$ cat src/rtl/cpu_pkg.sv
// Shared types and default widths for the multicycle CPU controller and its ALU.
package cpu_pkg;

  localparam int DATA_W  = 4;
  localparam int ADDR_W  = 3;
  localparam int PC_W    = 6;
  localparam int INSTR_W = 3 + 3 * ADDR_W;

  typedef enum logic [2:0] {
    OP_NOP  = 3'd0,
    OP_LDI  = 3'd1,
    OP_ADD  = 3'd2,
    OP_SUB  = 3'd3,
    OP_AND  = 3'd4,
    OP_OR   = 3'd5,
    OP_JZ   = 3'd6,
    OP_HALT = 3'd7
  } opcode_t;

  typedef enum logic [2:0] {
    S_IDLE      = 3'd0,
    S_FETCH     = 3'd1,
    S_DECODE    = 3'd2,
    S_EXECUTE   = 3'd3,
    S_WRITEBACK = 3'd4,
    S_HALTED    = 3'd5
  } state_t;

  typedef struct packed {
    opcode_t           op;
    logic [ADDR_W-1:0] rd;
    logic [ADDR_W-1:0] rs1;
    logic [ADDR_W-1:0] rs2;
  } instr_t;

  function automatic logic writes_reg(opcode_t op);
    return (op == OP_LDI) || (op == OP_ADD) || (op == OP_SUB) ||
           (op == OP_AND) || (op == OP_OR);
  endfunction

endpackage

$ cat src/rtl/alu.sv
// Combinational ALU; arithmetic wraps modulo 2^DATA_W, carry and borrow are dropped.
module alu
  import cpu_pkg::*;
#(
  parameter int DATA_W = cpu_pkg::DATA_W
) (
  input  opcode_t           op_i,
  input  logic [DATA_W-1:0] a_i,
  input  logic [DATA_W-1:0] b_i,
  input  logic [DATA_W-1:0] imm_i,
  output logic [DATA_W-1:0] y_o
);

  always_comb begin
    y_o = '0;
    case (op_i)
      OP_LDI:  y_o = imm_i;
      OP_ADD:  y_o = a_i + b_i;
      OP_SUB:  y_o = a_i - b_i;
      OP_AND:  y_o = a_i & b_i;
      OP_OR:   y_o = a_i | b_i;
      default: y_o = '0;
    endcase
  end

endmodule

$ cat src/rtl/cpu_controller.sv
// Fetch/decode/execute/writeback sequencer driving register_file, with a 4-bit ALU and zero flag.
//  state     | meaning
//  IDLE      | waiting for run
//  FETCH     | ir <= ROM word at pc
//  DECODE    | latch register operands A, B
//  EXECUTE   | ALU result, flag update, branch/halt resolution
//  WRITEBACK | result written to rd, pc advances
//  HALTED    | absorbing until reset
module cpu_controller
  import cpu_pkg::*;
#(
  parameter int DATA_W = cpu_pkg::DATA_W,
  parameter int ADDR_W = cpu_pkg::ADDR_W,
  parameter int PC_W   = cpu_pkg::PC_W
) (
  input  logic                  clk,
  input  logic                  reset,
  input  logic                  run,
  output logic [PC_W-1:0]       instr_addr,
  input  logic [3+3*ADDR_W-1:0] instr_data,
  output logic [ADDR_W-1:0]     read_address1,
  output logic [ADDR_W-1:0]     read_address2,
  input  logic [DATA_W-1:0]     read_data1,
  input  logic [DATA_W-1:0]     read_data2,
  output logic [ADDR_W-1:0]     write_address,
  output logic [DATA_W-1:0]     write_data,
  output logic                  write_enable,
  output logic                  zero,
  output logic                  halted
);

  state_t                state_q, state_d;
  logic [PC_W-1:0]       pc_q, pc_d;
  instr_t                ir_q, ir_d;
  logic [DATA_W-1:0]     a_q, a_d;
  logic [DATA_W-1:0]     b_q, b_d;
  logic [DATA_W-1:0]     result_q, result_d;
  logic                  zero_q, zero_d;

  logic [INSTR_W-1:0]    ir_bits;
  logic [DATA_W-1:0]     alu_y;
  logic [PC_W-1:0]       pc_inc;
  state_t                after_instr;

  assign ir_bits     = ir_q;
  assign pc_inc      = pc_q + PC_W'(1);
  assign after_instr = run ? S_FETCH : S_IDLE;

  alu #(.DATA_W(DATA_W)) u_alu (
    .op_i  (ir_q.op),
    .a_i   (a_q),
    .b_i   (b_q),
    .imm_i (ir_bits[DATA_W-1:0]),
    .y_o   (alu_y)
  );

  always_comb begin
    state_d  = state_q;
    pc_d     = pc_q;
    ir_d     = ir_q;
    a_d      = a_q;
    b_d      = b_q;
    result_d = result_q;
    zero_d   = zero_q;
    case (state_q)
      S_IDLE: begin
        if (run) state_d = S_FETCH;
      end
      S_FETCH: begin
        ir_d    = instr_t'(instr_data);
        state_d = S_DECODE;
      end
      S_DECODE: begin
        a_d     = read_data1;
        b_d     = read_data2;
        state_d = S_EXECUTE;
      end
      S_EXECUTE: begin
        result_d = alu_y;
        if (writes_reg(ir_q.op)) begin
          zero_d  = (alu_y == '0);
          state_d = S_WRITEBACK;
        end else if (ir_q.op == OP_HALT) begin
          state_d = S_HALTED;
        end else if (ir_q.op == OP_JZ) begin
          pc_d    = zero_q ? ir_bits[PC_W-1:0] : pc_inc;
          state_d = after_instr;
        end else begin
          pc_d    = pc_inc;
          state_d = after_instr;
        end
      end
      S_WRITEBACK: begin
        pc_d    = pc_inc;
        state_d = after_instr;
      end
      S_HALTED: state_d = S_HALTED;
      default:  state_d = S_IDLE;
    endcase
  end

  always_ff @(posedge clk) begin
    if (!reset) begin
      state_q  <= S_IDLE;
      pc_q     <= '0;
      ir_q     <= '0;
      a_q      <= '0;
      b_q      <= '0;
      result_q <= '0;
      zero_q   <= 1'b0;
    end else begin
      state_q  <= state_d;
      pc_q     <= pc_d;
      ir_q     <= ir_d;
      a_q      <= a_d;
      b_q      <= b_d;
      result_q <= result_d;
      zero_q   <= zero_d;
    end
  end

  // A reset arriving during WRITEBACK must not let the register file capture the write.
  assign write_enable  = (state_q == S_WRITEBACK) && reset;
  assign instr_addr    = pc_q;
  assign read_address1 = ir_q.rs1;
  assign read_address2 = ir_q.rs2;
  assign write_address = ir_q.rd;
  assign write_data    = result_q;
  assign zero          = zero_q;
  assign halted        = (state_q == S_HALTED);

endmodule
$ cat config.mk
export PLATFORM = sky130hd
export DESIGN_NAME = cpu_controller
export DESIGN_NICKNAME = d
export VERILOG_FILES = /design/src/rtl/cpu_pkg.sv /design/src/rtl/alu.sv /design/src/rtl/cpu_controller.sv
export SDC_FILE = /design/constraint.sdc
export NUM_CORES = 1
export LEC_CHECK = 0
export ABC_CLOCK_PERIOD_IN_PS = 5300
export CORE_MARGIN = 4
export CORE_UTILIZATION = 40
export CTS_CLUSTER_DIAMETER = 100
export DETAILED_ROUTE_END_ITERATION = 10
export GPL_TIMING_DRIVEN = 0
export PLACE_DENSITY = 0.77
export SETUP_SLACK_MARGIN = 0.1
export SLEW_MARGIN = 30
export SYNTH_ARGS = -nofsm -noshare
export SYNTH_HDL_FRONTEND = slang
export SYNTH_HIERARCHICAL = 1
export SYNTH_SLANG_ARGS = --single-unit
$ cat constraint.sdc
create_clock -name clk -period 5.3 [get_ports clk]
set_input_delay 1.59 -clock clk [delete_from_list [all_inputs] [get_ports clk]]
set_output_delay 1.59 -clock clk [all_outputs]
set_load 0.005 [all_outputs]
# Word level (Yosys, flattened, before mapping)
# Index checks and enable logic that the tools add are counted.
# Widths: inputs -> output; s select.
[classes] n_addsub=3 n_eq_ne=15 mux=11 n_bitwise=2 n_reduce_logical=10
[ops] cell="$mux 6" count=4
[ops] cell="$pmux 4 s5" count=1
[ops] cell="$eq 3x3->1 const B" count=6
[ops] cell="$pmux 3 s6" count=1
[ops] cell="$eq 3x2->1 const B" count=4
[ops] cell="$pmux 6 s2" count=1
[ops] cell="$mux 3" count=3
[ops] cell="$add 6x1->6 const B" count=1
[ops] cell="$eq 3x1->1 const B" count=2
[ops] cell="$ne 2x2->1 const B" count=3
[ops] cell="$add 4x4->4" count=1
[ops] cell="$and 4x4->4" count=1
[ops] cell="$logic_not 4->1" count=1
[ops] cell="$logic_or 1x1->1" count=4
[ops] cell="$or 4x4->4" count=1
[ops] cell="$sub 4x4->4" count=1
[ops] cell="$logic_not 3->1" count=1
[ops] cell="$reduce_and 3->1" count=1
[ops] cell="$reduce_and 2->1" count=1
[ops] cell="$reduce_bool 2->1" count=1
[ops] cell="$logic_and 1x1->1" count=1
[ops] cell="$mux 1" count=1
[word_totals] reg_bits=34 inputBits=23 wordCells=51

# Logic depth before layout (Yosys ltp)
# Gate-level depths: netlist of run 1.
[depth] word_depth=7 ltp_mapped=13 depth_no_buf=12

# Hierarchy
# The synthesis of run 1 kept the hierarchy.
[by_module_without_submodules] module="cpu_controller" n_inst=1 cells_per_inst=178 area_per_inst_um2=1631.6 seq_area_each_um2=680.7
[by_module_without_submodules] module="alu" n_inst=1 cells_per_inst=48 area_per_inst_um2=361.6 seq_area_each_um2=0.0

# Worst setup path before layout of run 1
# Ideal clock, no wire load.
[synth_path] path_kind="input port to output port" start="input port reset" end="output port write_enable" arrival_ns=2.205 t_required_ns=3.710 setup_slack_ns=1.505 cell_stages=3 cell_sequence="clkbuf_1 > clkbuf_1 > and2_1"
[synth_between] elab_chain_cells=1
[synth_rtl] element="from (decl)" line="cpu_controller.sv:17" rtl="input logic reset,"
[synth_rtl] element="$logic_and 1x1->1" line="cpu_controller.sv:123" rtl="assign write_enable = (state_q == S_WRITEBACK) && reset;"
[synth_rtl] element="to (decl)" line="cpu_controller.sv:27" rtl="output logic write_enable,"
# No other way between the ends.

# Final worst setup path of run 1
# Ends and elaborated chain as after synthesis.

==> impl_metrics.csv, run 1 <==
group,metric,value,unit
status,status,"finished, final reports clean",
logic_synthesis,synth_flop_cell,"sky130_fd_sc_hd__dfxtp_1",
clock_tree,cts_max_path_buffers,2,
global_routing,pin_count_of_the_biggest_net_entering_global_routing,15,
global_routing,gr-usage-met3,3.67,%
drt,route.detailed.wl_per_inst,12.7,µm
drt,vias,1699,
worst_setup_path,path_max_fanout,10,
drt,drt_pre_antenna_iters,4,
layout,most_common_library_cell_in_the_layout_ignoring_fill_and_taps,"sky130_fd_sc_hd__clkdlybuf4s50_1",
global_routing,vias_in_the_first_global_route,1573,
logic_synthesis,syn_nets,257,
floorplanning,fp.dieArea,6180,µm²
global_routing,groute.layer.met1.usage,19.5,%
pwr,power_report.internal_total,510,µW
logic_synthesis,synth_seq_area_share,34.1,%
sta,final.setup_skew,0.00191,ns
layout,layout.cells.most_common_list,"43 x sky130_fd_sc_hd__clkdlybuf4s50_1, 36 x sky130_fd_sc_hd__nand2_1, 34 x sky130_fd_sc_hd__dfxtp_1",
clock_tree,clock_sinks,34,
clock_tree,post-cts-setup-buffers,0,
logic_synthesis,synth.area.mux_share,9.54,%
clock_tree,clkLatencyLatePin,0.29,ns
pwr,power.clock.fraction,32.9,%
clock_tree,cts_made_buffers,5,
floorplanning,floorplan.core_area,4790,µm²
logic_synthesis,synth_instances,226,
sta,worstMarginPinSlew,0.650,ns
place,gpl.final_weighted_congestion,0.827,
layout,stdcell_count,344,
global_routing,globalRouteOverflowTotal,0,
place,numPortBuffers,43,
logic_synthesis,xor_xnor_fraction_of_synth_area,2.20,%
sta,hold_violations,0,
floorplanning,die_y,78.6,µm
drt,routed_wirelength,4380,µm
logic_synthesis,synth_top_family_by_area,"simple AND/OR/NAND/NOR gates",
sta,layout_worst_path_cycle_share,87.0,%
floorplanning,placementRows,25,
logic_synthesis,yosysWarnings,6,
clock_tree,cts-root-buf,"sky130_fd_sc_hd__clkbuf_8",
layout,area_growth,31.3,%
logic_synthesis,synth-compound-area-share,16.5,%
floorplanning,floorplan.initialDensity,41.6,%
global_routing,global_route_wire_length_before_repair,7290,µm
logic_synthesis,yosys_register_bits,34,
sta,finalSetupViolCount,0,
global_routing,grtUsageMet2,23.0,%
clock_tree,cts_repair_resize_count,0,
worst_setup_path,worst_path_class_setup,"in2out",
worst_setup_path,crit_path_cell_trace,"clkbuf_1, clkbuf_1, and2_1, clkdlybuf4s50_1",
drt,vias_per_cell,4.94,
layout,antenna_cells_inserted,0,
logic_synthesis,count_of_different_cell_masters_after_synthesis,44,
pwr,comb_power_share,25.5,%
sta,finalMaxSlewViolations,0,
worst_setup_path,setup.worst_path.end_class,"primary output",
logic_synthesis,synth-edff-count,0,
clock_tree,cts_tree,"built",
layout,fraction_of_final_layout_cells_with_drive_strength_greater_than_1,10.5,%
layout,post-route-util,54.7,%
drt,drt_drc_violations_left,0,
sta,worst_slew_margin_rel,56.1,%
global_routing,top_usage_layer,"met2",
logic_synthesis,synth_adder_area_share,6.91,%
sta,setup_repair_after_global_routing_missed_its_margin,"no",
clock_tree,cts_max_level,2,
pwr,power_density,274,nW/µm²
sta,min_period,4.61,ns
worst_setup_path,required_time_of_the_worst_setup_path,3.71,ns
pwr,sw_frac_of_total,28.9,%
floorplanning,fp.dieW,78.6,µm
drt,route.antenna.remaining_nets,0,
clock_tree,ctsHoldBuffers,0,
clock_tree,cts.reportedPaths.clkPinSlew,0.07,ns
place,dp_hpwl,3310,µm
logic_synthesis,netlist_area,1990,µm²
worst_setup_path,crit_arrival,3.02,ns
floorplanning,ioPinCount,45,
pwr,power.ir.vdd_worst,0.190,mV
worst_setup_path,critical-path-slowest-cell,"sky130_fd_sc_hd__clkdlybuf4s50_1",
worst_setup_path,path_common_cell,"sky130_fd_sc_hd__clkbuf_1",
drt,drt_iter0_markers,68,
logic_synthesis,ys_async_sr_fraction,0,%
pwr,netSwitchingPower,207,µW
logic_synthesis,post_synth_and_or_nand_nor_area_fraction,22.8,%
place,post-place-cells,336,
pwr,p_leak,0.000999,µW
run,cap_viol_max_count,0,
logic_synthesis,syn_avg_cell_area,8.82,µm²
global_routing,grt_use_total,14.9,%
sta,worst_hold_check_slack,0.464,ns
layout,finalNetCount,307,
worst_hold_path,worst_hold_path_type,"reg2reg",
global_routing,number_of_antenna_violations_at_the_first_check_in_global_routing,0,
sta,clock.fmax,217,MHz
sta,finalSetupTns,0,ns
worst_setup_path,crit_path_max_incr_delay,0.50,ns
pwr,share_seq_of_total_power,41.6,%
worst_setup_path,crit_path_start_kind,"primary input",
[cells in the mapped netlist, types with 2 or more instances]
cell type,count,area (µm²)
sky130_fd_sc_hd__a21boi_0,15,113
sky130_fd_sc_hd__a21o_1,3,22.5
sky130_fd_sc_hd__a21oi_1,5,25.0
sky130_fd_sc_hd__a22oi_1,3,22.5
sky130_fd_sc_hd__buf_2,2,10.0
sky130_fd_sc_hd__buf_4,10,75.1
sky130_fd_sc_hd__buf_6,2,22.5
sky130_fd_sc_hd__clkbuf_1,5,18.8
sky130_fd_sc_hd__dfxtp_1,34,681
sky130_fd_sc_hd__ha_1,7,87.6
sky130_fd_sc_hd__inv_1,8,30.0
sky130_fd_sc_hd__maj3_1,3,30.0
sky130_fd_sc_hd__mux2i_1,19,190
sky130_fd_sc_hd__nand2_1,36,135
sky130_fd_sc_hd__nand2b_1,3,18.8
sky130_fd_sc_hd__nand3_1,2,10.0
sky130_fd_sc_hd__nor2_1,9,33.8
sky130_fd_sc_hd__nor2b_1,17,106
sky130_fd_sc_hd__nor3_1,3,15.0
sky130_fd_sc_hd__nor3b_1,2,15.0
sky130_fd_sc_hd__o21a_1,2,15.0
sky130_fd_sc_hd__o21ai_0,5,25.0
sky130_fd_sc_hd__o22ai_1,7,43.8
sky130_fd_sc_hd__xnor2_1,2,17.5
sky130_fd_sc_hd__xor2_1,3,26.3
[final cells by class]
class	instances	area [µm²]
Buffer	19	126
Clock buffer	5	68.8
Clock inverter	3	40.0
Fill cell	448	2170
Inverter	8	30.0
Multi-Input combinational cell	165	1160
Sequential cell	34	681
Tap cell	67	83.8
Timing Repair Buffer	43	430
[power groups by stage]
| stage | combinational [µW] | clock, µW | sequential (µW) |
|---|---|---|---|
| after CTS | 184 | 240 | 298 |
| final | 183 | 236 | 298 |
| after global placement | 180 | 0 | 303 |
| after detailed placement | 183 | 0 | 304 |
| after global routing | 203 | 249 | 302 |
| after floorplan | 126 | 0 | 297 |
[routing by layer]
| metal | wire [µm] | up-vias | share of wire [%] |
|---|---|---|---|
| met3 | 262 | 9 | 6.0 |
| li1 | - | 873 | - |
| met1 | 2100 | 773 | 48 |
| met4 | 92 | 0 | 2.1 |
| met5 | 0 | - | 0 |
| met2 | 1920 | 44 | 44 |
[worst max-delay path: cells and delay by family]
family | cells | cell delay [ns]
AND/OR/NAND/NOR | 1 | 0.20
buffers and inverters | 3 | 1.23
[flip-flops by register name (all words and copies together) (netlist names)]
| signal | flops |
|---|---|
| a_q | 4 |
| state_q | 3 |
| instr_addr | 6 |
| read_address2 | 3 |
| zero | 1 |
| b_q | 4 |
| write_data | 4 |
| ir_bits | 3 |
| read_address1 | 3 |
| write_address | 3 |
[worst paths after layout]
| check | startpoint | endpoint | slack, ns | depth (start not counted) |
|---|---|---|---|---|
| setup / recovery | reset | write_enable | 0.69 | 4 |
| hold reg to reg | write_address[2] | write_address[2] | 0.46 | 2 |
| setup reg to reg | ir_bits[9] | zero | 2.59 | 12 |
| hold / removal | write_address[2] | write_address[2] | 0.46 | 2 |
[through the flow]
stage | power, µW | worst slack [ns] | cell area, µm²
after CTS | 721 | 0.678 | 2620
after floorplan | 423 | 1.51 | 1990
after detailed placement | 486 | 0.676 | 2510
after global routing | 753 | 0.578 | 2620
final | 717 | 0.690 | 2620
after global placement | 483 | 0.660 | 2510
[logic make-up (layout without fill, tap and decap cells)]
kind of cell	after synthesis	in the layout
adders and majority gates	11	11
AOI/OAI and AO/OA	45	45
xor gates and xnor gates	5	5
muxes	19	19
and+or+nand+nor	85	85
DFF	34	34
buffers and inverters	27	78
(Power assumes the default switching activity.)
==> run 2: changes to the inputs <==
--- a/config.mk
+++ b/config.mk
@@ -6,11 +6,11 @@
 export NUM_CORES = 1
 export LEC_CHECK = 0
 export ABC_CLOCK_PERIOD_IN_PS = 5300
-export CORE_MARGIN = 4
 export CORE_UTILIZATION = 40
 export CTS_CLUSTER_DIAMETER = 100
 export DETAILED_ROUTE_END_ITERATION = 10
 export GPL_TIMING_DRIVEN = 0
+export HOLD_SLACK_MARGIN = 0.06
 export PLACE_DENSITY = 0.77
 export SETUP_SLACK_MARGIN = 0.1
 export SLEW_MARGIN = 30
==> run 2 against run 1 <==
Effect of this change: combinational power increased by 2%; critical endpoint unchanged; register-to-register slack got worse by 0.09 ns; sequential cell count stayed put; critical path depth did not move; sequential share of layout area decreased by 0.33 points; largest cell class unchanged; global-route usage grew 3.3 points; via count rose by 1.1%; critical path type unchanged.
==> impl_metrics.csv, run 2 (synthesized netlist as in run 1, its figures left out) <==
group,metric,value,unit
floorplanning,fp.dieArea,5270,µm²
worst_setup_path,required_time_of_the_worst_setup_path,3.71,ns
worst_setup_path,path_common_cell,"sky130_fd_sc_hd__clkbuf_1",
global_routing,globalRouteOverflowTotal,0,
clock_tree,clkLatencyLatePin,0.29,ns
sta,finalMaxSlewViolations,0,
layout,most_common_library_cell_in_the_layout_ignoring_fill_and_taps,"sky130_fd_sc_hd__clkdlybuf4s50_1",
layout,fraction_of_final_layout_cells_with_drive_strength_greater_than_1,10.5,%
sta,layout_worst_path_cycle_share,85.6,%
sta,min_period,4.54,ns
drt,drt_iter0_markers,97,
drt,routed_wirelength,4490,µm
layout,finalNetCount,307,
place,numPortBuffers,43,
worst_setup_path,worst_path_dominant_cell_family,"buffers and inverters",
sta,final.setup_skew,0.00711,ns
sta,worst_slew_margin_rel,59.8,%
status,status,"finished, final reports clean",
worst_setup_path,crit_arrival,2.95,ns
global_routing,number_of_antenna_violations_at_the_first_check_in_global_routing,0,
sta,setup_repair_after_global_routing_missed_its_margin,"no",
clock_tree,cts_made_buffers,5,
worst_setup_path,worst_path_class_setup,"in2out",
global_routing,pin_count_of_the_biggest_net_entering_global_routing,15,
pwr,power_density,295,nW/µm²
layout,area_growth,33.0,%
sta,hold_violations,0,
sta,worstMarginPinSlew,0.595,ns
drt,vias,1717,
global_routing,global_route_wire_length_before_repair,7330,µm
global_routing,grt_use_total,18.2,%
worst_setup_path,crit_buf_inv,3,
floorplanning,floorplan.initialDensity,41.9,%
drt,vias_per_cell,4.99,
worst_setup_path,critical-path-slowest-cell,"sky130_fd_sc_hd__clkdlybuf4s50_1",
clock_tree,cts_tree,"built",
place,gpl.final_weighted_congestion,0.836,
pwr,power.ir.vdd_worst,0.168,mV
layout,antenna_cells_inserted,0,
clock_tree,cts_max_path_buffers,2,
clock_tree,cts_repair_resize_count,0,
clock_tree,cts-root-buf,"sky130_fd_sc_hd__clkbuf_8",
layout,finalInstanceArea,2650,µm²
place,dp_hpwl,3310,µm
floorplanning,placementRows,25,
worst_setup_path,crit_path_max_incr_delay,0.49,ns
sta,finalSetupTns,0,ns
clock_tree,ctsHoldBuffers,0,
drt,route.antenna.remaining_nets,0,
worst_setup_path,crit_path_cell_trace,"clkbuf_1, clkbuf_1, and2_1, clkdlybuf4s50_1",
run,cap_viol_max_count,0,
clock_tree,cts.reportedPaths.clkPinSlew,0.07,ns
place,placed_standard_cell_area,2510,µm²
worst_setup_path,setup.worst_path.end_class,"primary output",
layout,layout.cells.most_common_list,"43 x sky130_fd_sc_hd__clkdlybuf4s50_1, 36 x sky130_fd_sc_hd__nand2_1, 34 x sky130_fd_sc_hd__dfxtp_1",
floorplanning,ioPinCount,45,
floorplanning,floorplan.core_area,4750,µm²
drt,drt_pre_antenna_iters,4,
layout,largest_reg_flops,6,
layout,final.fill_count,446,
floorplanning,fp.dieW,72.6,µm
worst_setup_path,path_max_fanout,10,
worst_setup_path,crit_path_start_kind,"primary input",
worst_hold_path,worst_hold_path_type,"reg2reg",
pwr,p_leak,0.00101,µW
clock_tree,post-cts-setup-buffers,0,
floorplanning,die_y,72.6,µm
drt,route.detailed.wl_per_inst,13.1,µm
global_routing,vias_in_the_first_global_route,1571,
drt,drt_drc_violations_left,0,
clock_tree,cts_max_level,2,
sta,finalSetupViolCount,0,
sta,clock.fmax,220,MHz
clock_tree,clock_sinks,34,
==> run 2: worst paths after layout <==
check | cells after the start | start | to | slack, ns
worst min register to register | 2 | write_address[2] | write_address[2] | 0.47
worst max register to register | 10 | ir_bits[9] | zero | 2.50
worst max-delay path | 4 | reset | write_enable | 0.76
worst min-delay path | 2 | write_address[2] | write_address[2] | 0.47
==> run 2: per-stage QoR <==
stage,setup slack (ns),hold slack [ns],instances,total power [µW],util [%]
after floorplan,1.51,0.444,226,423,-
after global placement,0.708,0.454,336,482,52.7
after detailed placement,0.724,0.465,336,488,52.7
after CTS,0.721,0.476,344,789,55.7
after global routing,0.631,0.496,344,824,55.7
final,0.762,0.472,344,783,55.7
==> run 2: power breakdown <==
part           switching, µW  internal [µW]
registers               23.6            275
clock network           96.6            201
logic                   90.1           96.7
==> run 2: final cells by class <==
type / instances / area, µm² / area share, %
Buffer: 19 / 126 / 4.77
Multi-Input combinational cell: 165 / 1160 / 43.6
Timing Repair Buffer: 43 / 430 / 16.2
Clock inverter: 2 / 60.1 / 2.27
Sequential cell: 34 / 681 / 25.7
Inverter: 8 / 30.0 / 1.13
Clock buffer: 6 / 82.6 / 3.12
Tap cell: 67 / 83.8 / 3.16
==> run 2: worst register-to-register path: cells and delay by family (launching register included) <==
kind	cells	cell delay (ns)
compound gates	4	0.87
flops	1	0.68
simple gates	3	0.53
fa+ha+maj	1	0.30
xor+xnor	1	0.17
mux	1	0.14
==> run 2: metal layers <==
layer  share of wire, %  track usage [%]
met5                  0                0
met4                2.3             8.28
met3                3.8             4.28
met2                 46             28.9
met1                 47             23.6
==> run 3: changes to the inputs <==
--- a/config.mk
+++ b/config.mk
@@ -5,7 +5,8 @@
 export SDC_FILE = /design/constraint.sdc
 export NUM_CORES = 1
 export LEC_CHECK = 0
-export ABC_CLOCK_PERIOD_IN_PS = 5300
+export ABC_CLOCK_PERIOD_IN_PS = 4300
+export CORE_ASPECT_RATIO = 1.2
 export CORE_UTILIZATION = 40
 export CTS_CLUSTER_DIAMETER = 100
 export DETAILED_ROUTE_END_ITERATION = 10
@@ -16,5 +17,4 @@
 export SLEW_MARGIN = 30
 export SYNTH_ARGS = -nofsm -noshare
 export SYNTH_HDL_FRONTEND = slang
-export SYNTH_HIERARCHICAL = 1
 export SYNTH_SLANG_ARGS = --single-unit
==> constraint.sdc (replaced) <==
create_clock -name clk -period 4.3 [get_ports clk]
set_input_delay 1.29 -clock clk [delete_from_list [all_inputs] [get_ports clk]]
set_output_delay 1.29 -clock clk [all_outputs]
set_load 0.005 [all_outputs]
==> run 3 against run 2 <==
Effect of this change: clock power is 18% lower; non-clock buffer count rose by 2; die area shrank 4.0%; sequential share of layout area up 1.5 points; worst setup slack lost 0.037 ns; via count shrank 0.41%; cell count fell by 3.8%; synthesized cell count decreased by 1.8%; clock-buffer cell count is 1 higher.
==> impl_metrics.csv, run 3 <==
group,metric,value,unit
sta,finalSetupTns,0,ns
floorplanning,fp.dieArea,5060,µm²
drt,vias_per_cell,5.17,
layout,largest_reg_flops,6,
worst_setup_path,endpoint,"write_enable",
worst_setup_path,crit_arrival,2.29,ns
pwr,power_density,307,nW/µm²
logic_synthesis,netlist_area,1910,µm²
layout,most_common_library_cell_in_the_layout_ignoring_fill_and_taps,"sky130_fd_sc_hd__clkdlybuf4s50_1",
worst_setup_path,crit_buf_inv,2,
clock_tree,cts-root-buf,"sky130_fd_sc_hd__clkbuf_8",
global_routing,global_route_wire_length_before_repair,6790,µm
clock_tree,post-cts-setup-buffers,0,
run,cap_viol_max_count,0,
worst_setup_path,reg2reg_to,"zero",
pwr,power.ir.vdd_worst,0.156,mV
worst_setup_path,crit_path_max_incr_delay,0.49,ns
drt,drt_drc_violations_left,0,
clock_tree,ctsHoldBuffers,0,
place,post-place-cells,323,
drt,drt_iter0_markers,144,
clock_tree,clkLatencyLatePin,0.29,ns
layout,area_growth,31.1,%
clock_tree,cts_made_buffers,5,
place,numPortBuffers,43,
logic_synthesis,synth_instances,222,
sta,worst_slew_margin_rel,45.2,%
drt,vias,1710,
sta,clock.fmax,280,MHz
sta,worstMarginPinSlew,0.821,ns
sta,setup_repair_after_global_routing_missed_its_margin,"no",
layout,finalNetCount,303,
drt,route.detailed.wl_per_inst,12.6,µm
logic_synthesis,cell_types_occupying_the_most_area_after_synthesis,"sky130_fd_sc_hd__dfxtp_1 36%, sky130_fd_sc_hd__mux2i_1 11%, sky130_fd_sc_hd__nor2_1 6.1%, sky130_fd_sc_hd__ha_1 4.6%, sky130_fd_sc_hd__o21ai_0 3.7%",
place,gpl.final_weighted_congestion,0.895,
global_routing,vias_in_the_first_global_route,1531,
worst_setup_path,crit_path_cell_trace,"clkbuf_1, and2_1, clkdlybuf4s50_1",
floorplanning,ioPinCount,45,
worst_setup_path,worst_path_class_setup,"in2out",
worst_setup_path,worst_path_dominant_cell_family,"buffers and inverters",
layout,antenna_cells_inserted,0,
global_routing,pin_count_of_the_biggest_net_entering_global_routing,11,
logic_synthesis,syn_nets,253,
worst_hold_path,worst_hold_path_type,"reg2reg",
logic_synthesis,count_of_different_cell_masters_after_synthesis,45,
worst_setup_path,cp_num_cells,3,
worst_setup_path,path_max_fanout,9,
logic_synthesis,synth.largest_area_cell,"sky130_fd_sc_hd__dfxtp_1",
floorplanning,floorplan.core_area,4590,µm²
pwr,post-layout-total-power,768,µW
sta,final.setup_skew,0.00818,ns
drt,route.antenna.remaining_nets,0,
global_routing,number_of_antenna_violations_at_the_first_check_in_global_routing,0,
clock_tree,cts.reportedPaths.clkPinSlew,0.06,ns
global_routing,grt_use_total,17.1,%
clock_tree,cts_repair_resize_count,0,
logic_synthesis,synthMostInstantiatedCell,"sky130_fd_sc_hd__dfxtp_1",
logic_synthesis,synth-edff-count,0,
layout,seqCellArea,681,µm²
sta,finalSetupViolCount,0,
floorplanning,placementRows,27,
logic_synthesis,synth_seq_area_share,35.6,%
worst_setup_path,reg2reg_setup_slack,1.84,ns
floorplanning,fp.dieW,65.1,µm
logic_synthesis,ys_async_sr_fraction,0,%
worst_hold_path,hold_path_startpoint,"zero",
clock_tree,cts_tree,"built",
logic_synthesis,synth_flop_cell,"sky130_fd_sc_hd__dfxtp_1",
worst_setup_path,crit_path_start,"reset",
drt,routed_wirelength,4160,µm
status,status,"finished, final reports clean",
worst_setup_path,worst_r2r_startpoint,"ir_bits[9]",
logic_synthesis,yosysWarnings,0,
place,dp_hpwl,3140,µm
layout,final.fill_count,460,
layout,stdcell_count,331,
logic_synthesis,synthTopCellsByCount,"34 x sky130_fd_sc_hd__dfxtp_1, 31 x sky130_fd_sc_hd__nor2_1, 21 x sky130_fd_sc_hd__mux2i_1, 14 x sky130_fd_sc_hd__o21ai_0, 12 x sky130_fd_sc_hd__a21oi_1",
worst_setup_path,critical-path-slowest-cell,"sky130_fd_sc_hd__clkdlybuf4s50_1",
clock_tree,clock_sinks,34,
logic_synthesis,yosys_register_bits,34,
global_routing,globalRouteOverflowTotal,0,
worst_setup_path,setup.worst_path.end_class,"primary output",
worst_setup_path,crit_path_start_kind,"primary input",
worst_setup_path,ff2ff_path_depth,8,
sta,layout_worst_path_cycle_share,83.1,%
layout,multiInputGateArea,1080,µm²
worst_hold_path,hold_depth,2,
sta,finalMaxSlewViolations,0,
worst_setup_path,required_time_of_the_worst_setup_path,3.01,ns
clock_tree,cts_max_path_buffers,2,
logic_synthesis,yosysTopAreaCellShare,35.6,%
pwr,p_leak,0.000925,µW
floorplanning,die_y,77.7,µm
logic_synthesis,syn_avg_cell_area,8.61,µm²
floorplanning,floorplan.initialDensity,41.6,%
sta,min_period,3.58,ns
sta,hold_violations,0,
layout,layout.cells.most_common_list,"43 x sky130_fd_sc_hd__clkdlybuf4s50_1, 34 x sky130_fd_sc_hd__dfxtp_1, 31 x sky130_fd_sc_hd__nor2_1",
layout,fraction_of_final_layout_cells_with_drive_strength_greater_than_1,11.0,%
drt,drt_pre_antenna_iters,4,
clock_tree,cts_max_level,2,
-- run 3: cell types whose count changed in the layout (fill, tap and decap cells not counted), sizes merged, moves of 7 or more --
cell	before	now
nor2	10	32
o22ai	7	0
o21ai	5	14
nand2	36	10
nor2b	17	7
a21oi	5	13
a21boi	15	1
-- run 3: worst min-delay path by stage --
stage | end | slack (ns)
after CTS | zero | 0.47
after detailed placement | zero | 0.47
after global routing | zero | 0.49
final | zero | 0.47
after floorplan | write_address[0] | 0.46
after global placement | write_data[0] | 0.46
-- run 3: logic make-up after synthesis --
kind of cell / count (synthesis) / share of synthesized area, %
buf+inv: 28 / 7.73
compound gates: 44 / 14.8
flops: 34 / 35.6
xor+xnor: 4 / 1.83
simple gates: 82 / 22.9
mux: 21 / 11.0
fa+ha+maj: 9 / 6.16
-- run 3: routing by layer --
layer	global-route usage [%]	part of all wire [%]	up-vias
li1	-	-	865
met4	5.43	1.7	0
met5	0	0	-
met2	29.9	50	45
met3	4.41	4.8	10
met1	19.9	43	790
-- run 3: cell type report --
type / instances / area share, %
timing repair buffer: 43 / 17.2
clock inverter: 1 / 0.200
inverter: 7 / 1.05
buffer: 21 / 4.85
clock buffer: 7 / 3.45
tap: 58 / 2.90
sequential: 34 / 27.2
multi-input combinational: 160 / 43.2
-- run 3: power by group --
group	internal (µW)	leakage [µW]	switching, µW
clock	129	0.0000482	115
sequential	334	0.000276	16.0
combinational	93.9	0.000600	80.9
total	557	0.000925	212
-- run 3: worst reg2reg max path, stage by stage, from the launching register on --
cell,delay [ns]
sky130_fd_sc_hd__dfxtp_1,0.44
sky130_fd_sc_hd__and3b_1,0.31
sky130_fd_sc_hd__mux2i_1,0.32
sky130_fd_sc_hd__ha_1,0.27
sky130_fd_sc_hd__nor2b_1,0.13
sky130_fd_sc_hd__o21a_1,0.19
sky130_fd_sc_hd__a2111oi_2,0.32
sky130_fd_sc_hd__and3b_1,0.25
sky130_fd_sc_hd__o2bb2ai_1,0.13
-- run 3: metrics by stage --
step           cell area (µm²)  hold slack, ns  setup WS, ns  utilization (%)
4_1_cts                   2500           0.475         0.710             54.5
3_5_place_dp              2410           0.465         0.716             52.5
5_1_grt                   2500           0.493         0.676             54.5
6_report                  2500           0.473         0.725             54.5
2_1_floorplan             1910           0.462          1.35                -
3_3_place_gp              2410           0.460         0.708             52.5
